**src/rtl/product_accumulator.sv**
```systemverilog
// Run-length accumulator for signed 64-bit products: sums `len` beats into a
// 72-bit register and presents full-precision and 64-bit saturated results.
module product_accumulator #(
    parameter int CNT_W = 8
) (
    input  logic             clk,
    input  logic             rst,
    input  logic             start,
    input  logic [CNT_W-1:0] len,
    input  logic             abort,
    input  logic [63:0]      p_in,
    input  logic             p_valid,
    output logic             p_ready,
    output logic [71:0]      acc_out,
    output logic [63:0]      acc_sat,
    output logic             sat,
    output logic             out_valid,
    input  logic             out_ready,
    output logic             busy
);

    typedef enum logic [1:0] {
        IDLE = 2'd0,
        ACC  = 2'd1,
        DONE = 2'd2
    } state_e;

    state_e           state_q, state_d;
    logic [71:0]      acc_q, acc_d;
    logic [CNT_W-1:0] rem_q, rem_d;
    logic             out_valid_q, out_valid_d;
    logic [71:0]      p_ext;

    assign p_ext = {{8{p_in[63]}}, p_in};

    always_ff @(posedge clk or posedge rst) begin
        if (rst) begin
            state_q     <= IDLE;
            acc_q       <= '0;
            rem_q       <= '0;
            out_valid_q <= 1'b0;
        end else begin
            state_q     <= state_d;
            acc_q       <= acc_d;
            rem_q       <= rem_d;
            out_valid_q <= out_valid_d;
        end
    end

    // out_valid_d mirrors "next state is DONE" so out_valid is a clean flop.
    always_comb begin
        state_d     = state_q;
        acc_d       = acc_q;
        rem_d       = rem_q;
        out_valid_d = 1'b0;
        case (state_q)
            IDLE: begin
                if (start) begin
                    acc_d = '0;
                    rem_d = len;
                    if (len == '0) begin
                        state_d     = DONE;
                        out_valid_d = 1'b1;
                    end else begin
                        state_d = ACC;
                    end
                end
            end
            ACC: begin
                if (abort) begin
                    state_d = IDLE;
                    acc_d   = '0;
                    rem_d   = '0;
                end else if (p_valid) begin
                    acc_d = acc_q + p_ext;
                    rem_d = rem_q - 1'b1;
                    if (rem_q == {{(CNT_W-1){1'b0}}, 1'b1}) begin
                        state_d     = DONE;
                        out_valid_d = 1'b1;
                    end
                end
            end
            DONE: begin
                if (abort) begin
                    state_d = IDLE;
                    acc_d   = '0;
                    rem_d   = '0;
                end else if (out_ready) begin
                    state_d = IDLE;
                end else begin
                    out_valid_d = 1'b1;
                end
            end
            default: begin
                state_d = IDLE;
                acc_d   = '0;
                rem_d   = '0;
            end
        endcase
    end

    // In range for signed 64-bit exactly when the top nine bits agree.
    always_comb begin
        acc_sat = acc_q[63:0];
        sat     = 1'b0;
        if (!((&acc_q[71:63]) || !(|acc_q[71:63]))) begin
            sat     = 1'b1;
            acc_sat = acc_q[71] ? 64'h8000_0000_0000_0000 : 64'h7FFF_FFFF_FFFF_FFFF;
        end
    end

    assign acc_out   = acc_q;
    assign out_valid = out_valid_q;
    assign p_ready   = (state_q == ACC);
    assign busy      = (state_q != IDLE);

endmodule
```
**config.mk**
```make
export PLATFORM = sky130hd
export DESIGN_NAME = product_accumulator
export DESIGN_NICKNAME = d
export VERILOG_FILES = /design/src/rtl/product_accumulator.sv
export SDC_FILE = /design/constraint.sdc
export NUM_CORES = 1
export LEC_CHECK = 0
export CORE_ASPECT_RATIO = 0.8
export CORE_MARGIN = 2
export CORE_UTILIZATION = 51
export CTS_BUF_LIST = sky130_fd_sc_hd__clkbuf_8
export DETAILED_ROUTE_END_ITERATION = 7
export PLACE_DENSITY = 0.8
export SYNTH_ARGS = -nofsm -noshare
export SYNTH_HDL_FRONTEND = slang
export SYNTH_SLANG_ARGS = --single-unit
```
**constraint.sdc**
```tcl
create_clock -name clk -period 4.34 [get_ports clk]
set_input_delay 0.434 -clock clk [delete_from_list [all_inputs] [get_ports clk]]
set_output_delay 0.434 -clock clk [all_outputs]
set_load 0.05 [all_outputs]
```
=== After elaboration in Yosys (flattened, before gate mapping) ===
Index checks and enable logic that the tools add are counted.

* Equal/unequal tests: 8
* Muxes and demuxes: 29
* Add/sub/neg operators: 2
* Reduce and logical (&&, ||, !) cells: 9

{| class="wikitable"
|+ Operators with widths
! operator !! count
|-
| $mux W72 || 4
|-
| $pmux W72 S3 || 1
|-
| $mux W64 || 2
|-
| $add A72 B72 Y72 || 1
|-
| $mux W8 || 4
|-
| $pmux W8 S3 || 1
|-
| $mux W2 || 7
|-
| $reduce_and A9 Y1 || 1
|-
| $reduce_or A9 Y1 || 1
|-
| $eq A8 B1 Y1 const B || 1
|-
| $logic_not A8 Y1 || 1
|-
| $mux W1 || 8
|-
| $sub A8 B1 Y8 const B || 1
|-
| $ne A3 B3 Y1 const B || 2
|-
| $pmux W2 S3 || 1
|-
| $ne A2 B2 Y1 const B || 2
|-
| $reduce_and A4 Y1 || 1
|-
| $ne A3 B2 Y1 const B || 1
|-
| $pmux W1 S3 || 1
|-
| $reduce_and A3 Y1 || 1
|-
| $eq A2 B1 Y1 const B || 1
|-
| $eq A2 B2 Y1 const B || 1
|-
| $logic_not A2 Y1 || 1
|-
| $reduce_bool A2 Y1 || 1
|-
| 2 further kinds || 2
|}

* Output and inout port bits: 140
* Word-level logic and storage cells: 52
* Input port bits: 78
* Bits in registers: 83

=== Longest topological paths before layout ===
Gate-level depths: netlist of the first run.

* Word-level depth: 5
* Depth in mapped cells: 12
* Gate-level depth less buffers: 12

=== Worst setup path after synthesis of the first run ===
OpenSTA, ideal clock, no wires.

* Path kind: register to register
* From: reg acc_q[0] (netlist: acc_out[0])
* To: reg acc_q[66] (netlist: acc_out[66])
* Data required time: 4.206 ns
* Buffers on the path: 0
* Library setup time: 0.134 ns
* Arrival: 3.368 ns
* Stages on the path, launching flop included: 13
* Slack: 0.838 ns
* Period minus slack after synthesis: 3.502 ns
* Cells stage by stage: dfrtp_1 ha_1 fa_1 a211oi_2 o211ai_1 a21o_1 a221o_1 a31oi_4 o31ai_2 a41o_4 a221oi_4 o21a_1 o211ai_1

* Longest elaborated chain between the ends: 4

{| class="wikitable"
|+ RTL lines
! element !! RTL line !! text
|-
| from (decl) || 29 || <nowiki>logic [71:0] acc_q, acc_d;</nowiki>
|-
| from (signal assigned) || 39 || <nowiki>acc_q <= '0;</nowiki>
|-
| from (signal assigned) || 44 || <nowiki>acc_q <= acc_d;</nowiki>
|-
| $add A72 B72 Y72 || 75 || <nowiki>acc_d = acc_q + p_ext;</nowiki>
|-
| $mux W72 || 74 || <nowiki>end else if (p_valid) begin</nowiki>
|-
| $mux W72 || 70 || <nowiki>if (abort) begin</nowiki>
|-
| $pmux W72 S3 || 56 || <nowiki>case (state_q)</nowiki>
|}

Every way passes these cells. The select of a mux whose other input is x is not followed.
A chain may end at the register's enable or synchronous reset.

=== Final worst setup path of the first run ===
* From: in p_in[0]
* To: reg acc_q[70] (netlist: acc_out[70])

* Longest elaborated chain between the ends: 4

{| class="wikitable"
|+ RTL lines
! element !! RTL line !! text
|-
| from (decl) || 11 || <nowiki>input logic [63:0] p_in,</nowiki>
|-
| $add A72 B72 Y72 || 75 ||
|-
| $mux W72 || 74 ||
|-
| $mux W72 || 70 ||
|-
| $pmux W72 S3 || 56 ||
|}

Every way passes these cells. The select of a mux whose other input is x is not followed.

==> impl_metrics.tcl, run 1 <==
set metrics [dict create \
    numCtsBuffers 9 \
    worstHoldPathType "in2async" \
    cts_resized 0 \
    cts_sinks 83 \
    maxSlewHeadroom_pct 28.62 \
    clockBufferDepth 2 \
    clkTransAtPathRegs_ns 0.09 \
    final-hold-violation-count 0 \
    synth_edf_count 0 \
    nNetsFinal 1368 \
    grt_remaining_overflow 0 \
    layout_commonest_cell "clkdlybuf4s50_1" \
    place_inst 1420 \
    cts_tree "built" \
    area_growth_pct 31.22 \
    core_area_mm2 0.01565 \
    grt_max_degree 86 \
    h-tree-depth 3 \
    die_h_um 116.6 \
    grt_use_total_pct 30.32 \
    setup-violations-final 0 \
    worst_skew_pair.late_latency_ns 0.39 \
    endpoint_kind "flop" \
    crit-reg2reg-launch "acc_out[0]" \
    path_max_fanout 5 \
    drc 0 \
    ant_nets 0 \
    status "complete, no violations" \
    syn-instance-count 1038 \
    pin_count 218 \
    finalInstanceArea_mm2 0.01061 \
    post-cts-setup-buffers 0 \
    diodes 0 \
    tns_ns 0 \
    die_w_um 144.8 \
    arrival_ns 3.96 \
    max_slew.worst_pin.slew_ns 1.067 \
    holdBufCountCts 0 \
    drtIter0Drc 782 \
    rsz0062_at_grt "false" \
    required_ns 4.65 \
    critPathKind "in2reg" \
    routed_wl_um 25710 \
    via_per_inst 5.991 \
    postPlaceCellArea_mm2 0.01035 \
    portBuffers 217 \
    syn_area_mm2 0.008088 \
    cp-start-kind "input pin" \
    final_util_pct 67.83 \
    rows 41 \
    dpl.hpwl_um 19410 \
    finalCriticalPeriod_ns 3.642 \
    grt_pass1_vias 7882 \
    ys_ff_latch 83 \
    dr.pass1.iters 6 \
    synth_flop_cell "dfrtp_1" \
    synth_area_per_cell_um2 7.792 \
    yosysSeqAreaShare_pct 25.68 \
    drv_slew 0 \
    fin_crit_sh_pct 83.93 \
    die-area_mm2 0.01689 \
    antenna_found_initial 0 \
    ys_types 68 \
    peakVddDrop_uv 673.9 \
    yosysWarnings 0 \
    num_vias 8603 \
    async_flop_share_pct 100.0 \
    clock-root-buffer "clkbuf_8" \
    finClkSkew_ns 0.005962 \
    max_freq_mhz 274.5 \
    drive_gt1_share_pct 6.634 \
    wl_per_cell_um 17.91 \
    start_util_pct 51.69 \
    p_per_area_mw_per_mm2 654.5 \
    final_cell_mix "clkdlybuf4s50_1, nand2_1, o21ai_0, a21oi_1, dfrtp_1" \
    maxCapViolCount 0 \
    gp_congestion 0.9295 \
    startpoint "p_in[0]" \
    hold-worst-slack_ns 0.4176 \
    p_leak_nw 4.812 \
    synthesis.nets 1190 \
    grt_pass1_wl_um 40640 \
    fin_cells 1436 \
]
[per-layer routing]
layer  vias to the layer above  global-route usage [%]  share of wire, %
met4                         0                   7.573               1.7
met5                         -                       0                 0
met1                      4015                   43.60                47
met2                       386                   46.26                43
li1                       4169                       -                 -
met3                        33                   6.847               8.2
[logic make-up after synthesis]
kind of cell | count (synthesis) | share of synthesized area [%]
XOR/XNOR | 66 | 7.147
AND/OR/NAND/NOR | 300 | 17.03
flip-flops | 83 | 25.68
buffers and inverters | 93 | 4.332
adder cells (fa/ha/maj) | 74 | 11.54
multiplexers | 2 | 0.3094
AO/OA/AOI/OAI | 420 | 33.96
[Yosys cell counts, drive strengths merged, types with 6 or more instances]
cell	instances	share of area [%]
a21oi	89	5.6
a21o	73	6.8
o211ai	8	0.74
inv	31	1.4
o21ai	124	7.8
nor4	9	0.77
o21bai	14	1.3
xor2	28	3.0
o21a	30	2.8
clkbuf	61	2.8
nand4	22	1.7
a21boi	6	0.56
nor2b	9	0.70
a221oi	6	0.87
nand2	142	6.6
dfrtp	83	26
nor2	48	2.2
a31oi	14	1.5
a211oi	8	0.87
xnor2	38	4.1
o31ai	10	0.99
ha	73	11
nand3	25	1.5
nor3	16	0.99
[worst max-delay path, stage by stage]
cell and delay [ns]:
clkdlybuf4s50_1 0.41, ha_1 0.22, fa_1 0.45, a211oi_2 0.26, o211ai_1 0.14, a21o_1 0.21, a221o_1 0.38, a31oi_4 0.26
o31ai_2 0.15, a41o_4 0.31, a221oi_4 0.40, o2111ai_1 0.18, o211ai_1 0.16
[metrics by stage]
step,total power [W],worst slack (ns)
2_1_floorplan,0.004640,0.8381
3_3_place_gp,0.006142,0.3651
3_5_place_dp,0.006180,0.3081
4_1_cts,0.006950,0.7090
5_1_grt,0.007306,0.4113
6_report,0.006946,0.6976
[registers in the layout, summed over array words and instances (netlist names)]
signal and count:
acc_out 72, rem_q 8, state_q 2, out_valid 1
[final timing paths]
check | end | slack (ns) | depth (start not counted)
setup / recovery | acc_out[70] | 0.70 | 13
hold / removal | acc_out[33] | 0.42 | 2
max in group asynchronous | out_valid | 3.08 | 3
min in group clk | out_valid | 0.52 | 1
setup reg to reg | acc_out[70] | 0.73 | 12
hold reg to reg | out_valid | 0.52 | 1
[power breakdown]
part	switching, W	internal [W]	total (W)
logic	0.00346	0.00169	0.00515
clock network	0.000332	0.000417	0.000749
registers	0.000153	0.000894	0.00105
total	0.00394	0.00300	0.00695
[final cells by class]
| cell class | instances | area (µm²) |
|---|---|---|
| flip-flops and latches | 83 | 2077 |
| multi-input cells | 862 | 5695 |
| clock buffers | 11 | 151.4 |
| inverters | 32 | 122.6 |
| fillers | 1348 | 5034 |
| repair buffers | 228 | 2190 |
| well taps | 215 | 269.0 |
| clock inverters | 5 | 107.6 |
(Power assumes the default switching activity.)
==> inputs of run 2 (changes only) <==
clock period = 3.6 ns   (was 4.34 ns; I/O delays follow)
==> impl_metrics.tcl, run 2 (synthesis results as in run 1) <==
set metrics [dict create \
    setup_ws_ns 0.1733 \
    grt_pass1_wl_um 41590 \
    layout_commonest_cell "clkdlybuf4s50_1" \
    maxSlewHeadroom_pct 24.40 \
    final-hold-violation-count 0 \
    die-area_mm2 0.01689 \
    nNetsFinal 1415 \
    antenna_found_initial 0 \
    drive_gt1_share_pct 10.02 \
    place_inst 1467 \
    fin_cells 1483 \
    arrival_ns 3.73 \
    rows 41 \
    diodes 0 \
    endpoint_kind "flop" \
    pin_count 218 \
    grt_remaining_overflow 0 \
    r2r_slack_ns 0.17 \
    hold-worst-slack_ns 0.4314 \
    dr.pass1.iters 5 \
    cts_sinks 83 \
    multiInputGateArea_mm2 0.005704 \
    p_clk_share_pct 7.8 \
    num_vias 8799 \
    swShare_pct 54.47 \
    cp_cell_sequence "ha_1 > fa_2 > a211oi_2 > o211ai_1 > a21o_1 > a221o_1 > a31oi_4 > o31ai_2 > a41o_4 > a221oi_4 > o2111ai_1 > o211ai_1" \
    setup-violations-final 0 \
    core_area_mm2 0.01565 \
    drtIter0Drc 622 \
    switchingPower_w 0.004899 \
    drc 0 \
    n_fill_cell 1277 \
    crit-reg2reg-launch "acc_out[0]" \
    area_growth_pct 38.97 \
    start_util_pct 51.69 \
    r2r-end "acc_out[70]" \
    clockBufferDepth 2 \
    final_cell_mix "clkdlybuf4s50_1, nand2_1, o21ai_0, a21oi_1, dfrtp_1" \
    p_leak_nw 5.148 \
    clock-root-buffer "clkbuf_8" \
    finalCriticalPeriod_ns 3.427 \
    status "complete, no violations" \
    max_slew.worst_pin.slew_ns 1.130 \
    cpMostUsedCell "o211ai_1" \
    clkTransAtPathRegs_ns 0.09 \
    die_w_um 144.8 \
    worstHoldPathType "in2async" \
    h-tree-depth 3 \
    p_int_w 0.004094 \
    worst_skew_pair.late_latency_ns 0.39 \
    rr_worst_depth 12 \
    cp_slowest_stage_delay_ns 0.40 \
    drv_slew 0 \
    finalInstanceArea_mm2 0.01124 \
    crit_slowest_cell "dfrtp_1" \
    path_max_fanout 5 \
    cts_tree "built" \
    tns_ns 0 \
    regArea_mm2 0.002077 \
    finClkSkew_ns 0.01126 \
    critPathKind "reg2reg" \
    numCtsBuffers 9 \
    peakVddDrop_uv 856.7 \
    grt_use_total_pct 30.96 \
    maxCapViolCount 0 \
    cp-start-kind "flop" \
    p_per_area_mw_per_mm2 800.1 \
    seqPwrFrac_pct 14.0 \
    die_h_um 116.6 \
    via_per_inst 5.933 \
    max_freq_mhz 291.8 \
    routed_wl_um 26090 \
    dpl.hpwl_um 19980 \
    grt_pass1_vias 8239 \
    place_ws_ns -0.2586 \
    grt_max_degree 86 \
    largest_reg_flops 72 \
    rsz0062_at_grt "false" \
    comb_power_share_pct 78.2 \
    required_ns 3.91 \
    wl_per_cell_um 17.59 \
    ant_nets 0 \
    postPlaceCellArea_mm2 0.01104 \
    gp_congestion 0.9640 \
    fin_crit_sh_pct 95.19 \
    portBuffers 217 \
]
-- run 2: cell types whose count changed in the layout (fill, tap and decap cells not counted), sizes merged --
cell,before,now
bufinv,3,1
clkinv,3,4
clkinvlp,0,1
inv,31,33
clkbuf,11,9
buf,37,84
-- run 2: power groups by stage --
stage | sequential (W) | clock [W] | combinational, W
after detailed placement | 0.00127 | 0 | 0.00700
after global placement | 0.00127 | 0 | 0.00693
after floorplan | 0.00162 | 0 | 0.00397
final | 0.00126 | 0.000702 | 0.00703
after CTS | 0.00126 | 0.000710 | 0.00703
after global routing | 0.00128 | 0.000746 | 0.00738
-- run 2: routing by layer --
layer	track usage, %	part of all wire [%]	up-vias	wire length, µm
met3	5.248	7.5	30	1947
met5	0	0	-	0
li1	-	-	4252	-
met2	50.22	45	357	11680
met1	43.04	46	4160	12030
met4	8.155	1.7	0	439
-- run 2: how the worst max path moves through the flow --
stage	from	endpoint	slack (ns)	cells after the start
detailed placement	p_in[0]	acc_out[66]	-0.26	13
floorplan	acc_out[0]	acc_out[66]	0.1	12
global placement	p_in[0]	acc_out[66]	-0.16	13
finish	acc_out[0]	acc_out[70]	0.17	12
CTS	acc_out[0]	acc_out[66]	0.12	12
global route	acc_out[0]	acc_out[62]	0.02	12
-- run 2: area by class of cell --
type | count | share of cell area [%]
Tap cell | 215 | 2.393
Multi-Input combinational cell | 862 | 50.75
Clock inverter | 7 | 0.5566
Sequential cell | 83 | 18.48
Inverter | 32 | 1.091
Timing Repair Buffer | 275 | 25.63
Clock buffer | 9 | 1.102
-- run 2: repair_timing --
| action | CTS | global route |
|---|---|---|
| buffers inserted | 0 | 0 |
| resized for setup | 0 | 2 |
| hold buffers | 0 | 0 |
| endpoints found under the setup margin | 0 | 3 |
-- run 2: stage by stage --
stage / power (W) / util, %
after floorplan: 0.005593 / -
after global placement: 0.008200 / 70.59
after detailed placement: 0.008273 / 70.59
after CTS: 0.008994 / 71.78
after global routing: 0.009411 / 71.84
final: 0.008993 / 71.84
-- run 2: worst max-delay path: cells and delay by family, from the launching register on --
kind	cells	cell delay (ns)
AOI/OAI and AO/OA	10	2.35
adders and majority gates	2	0.60
DFF	1	0.40
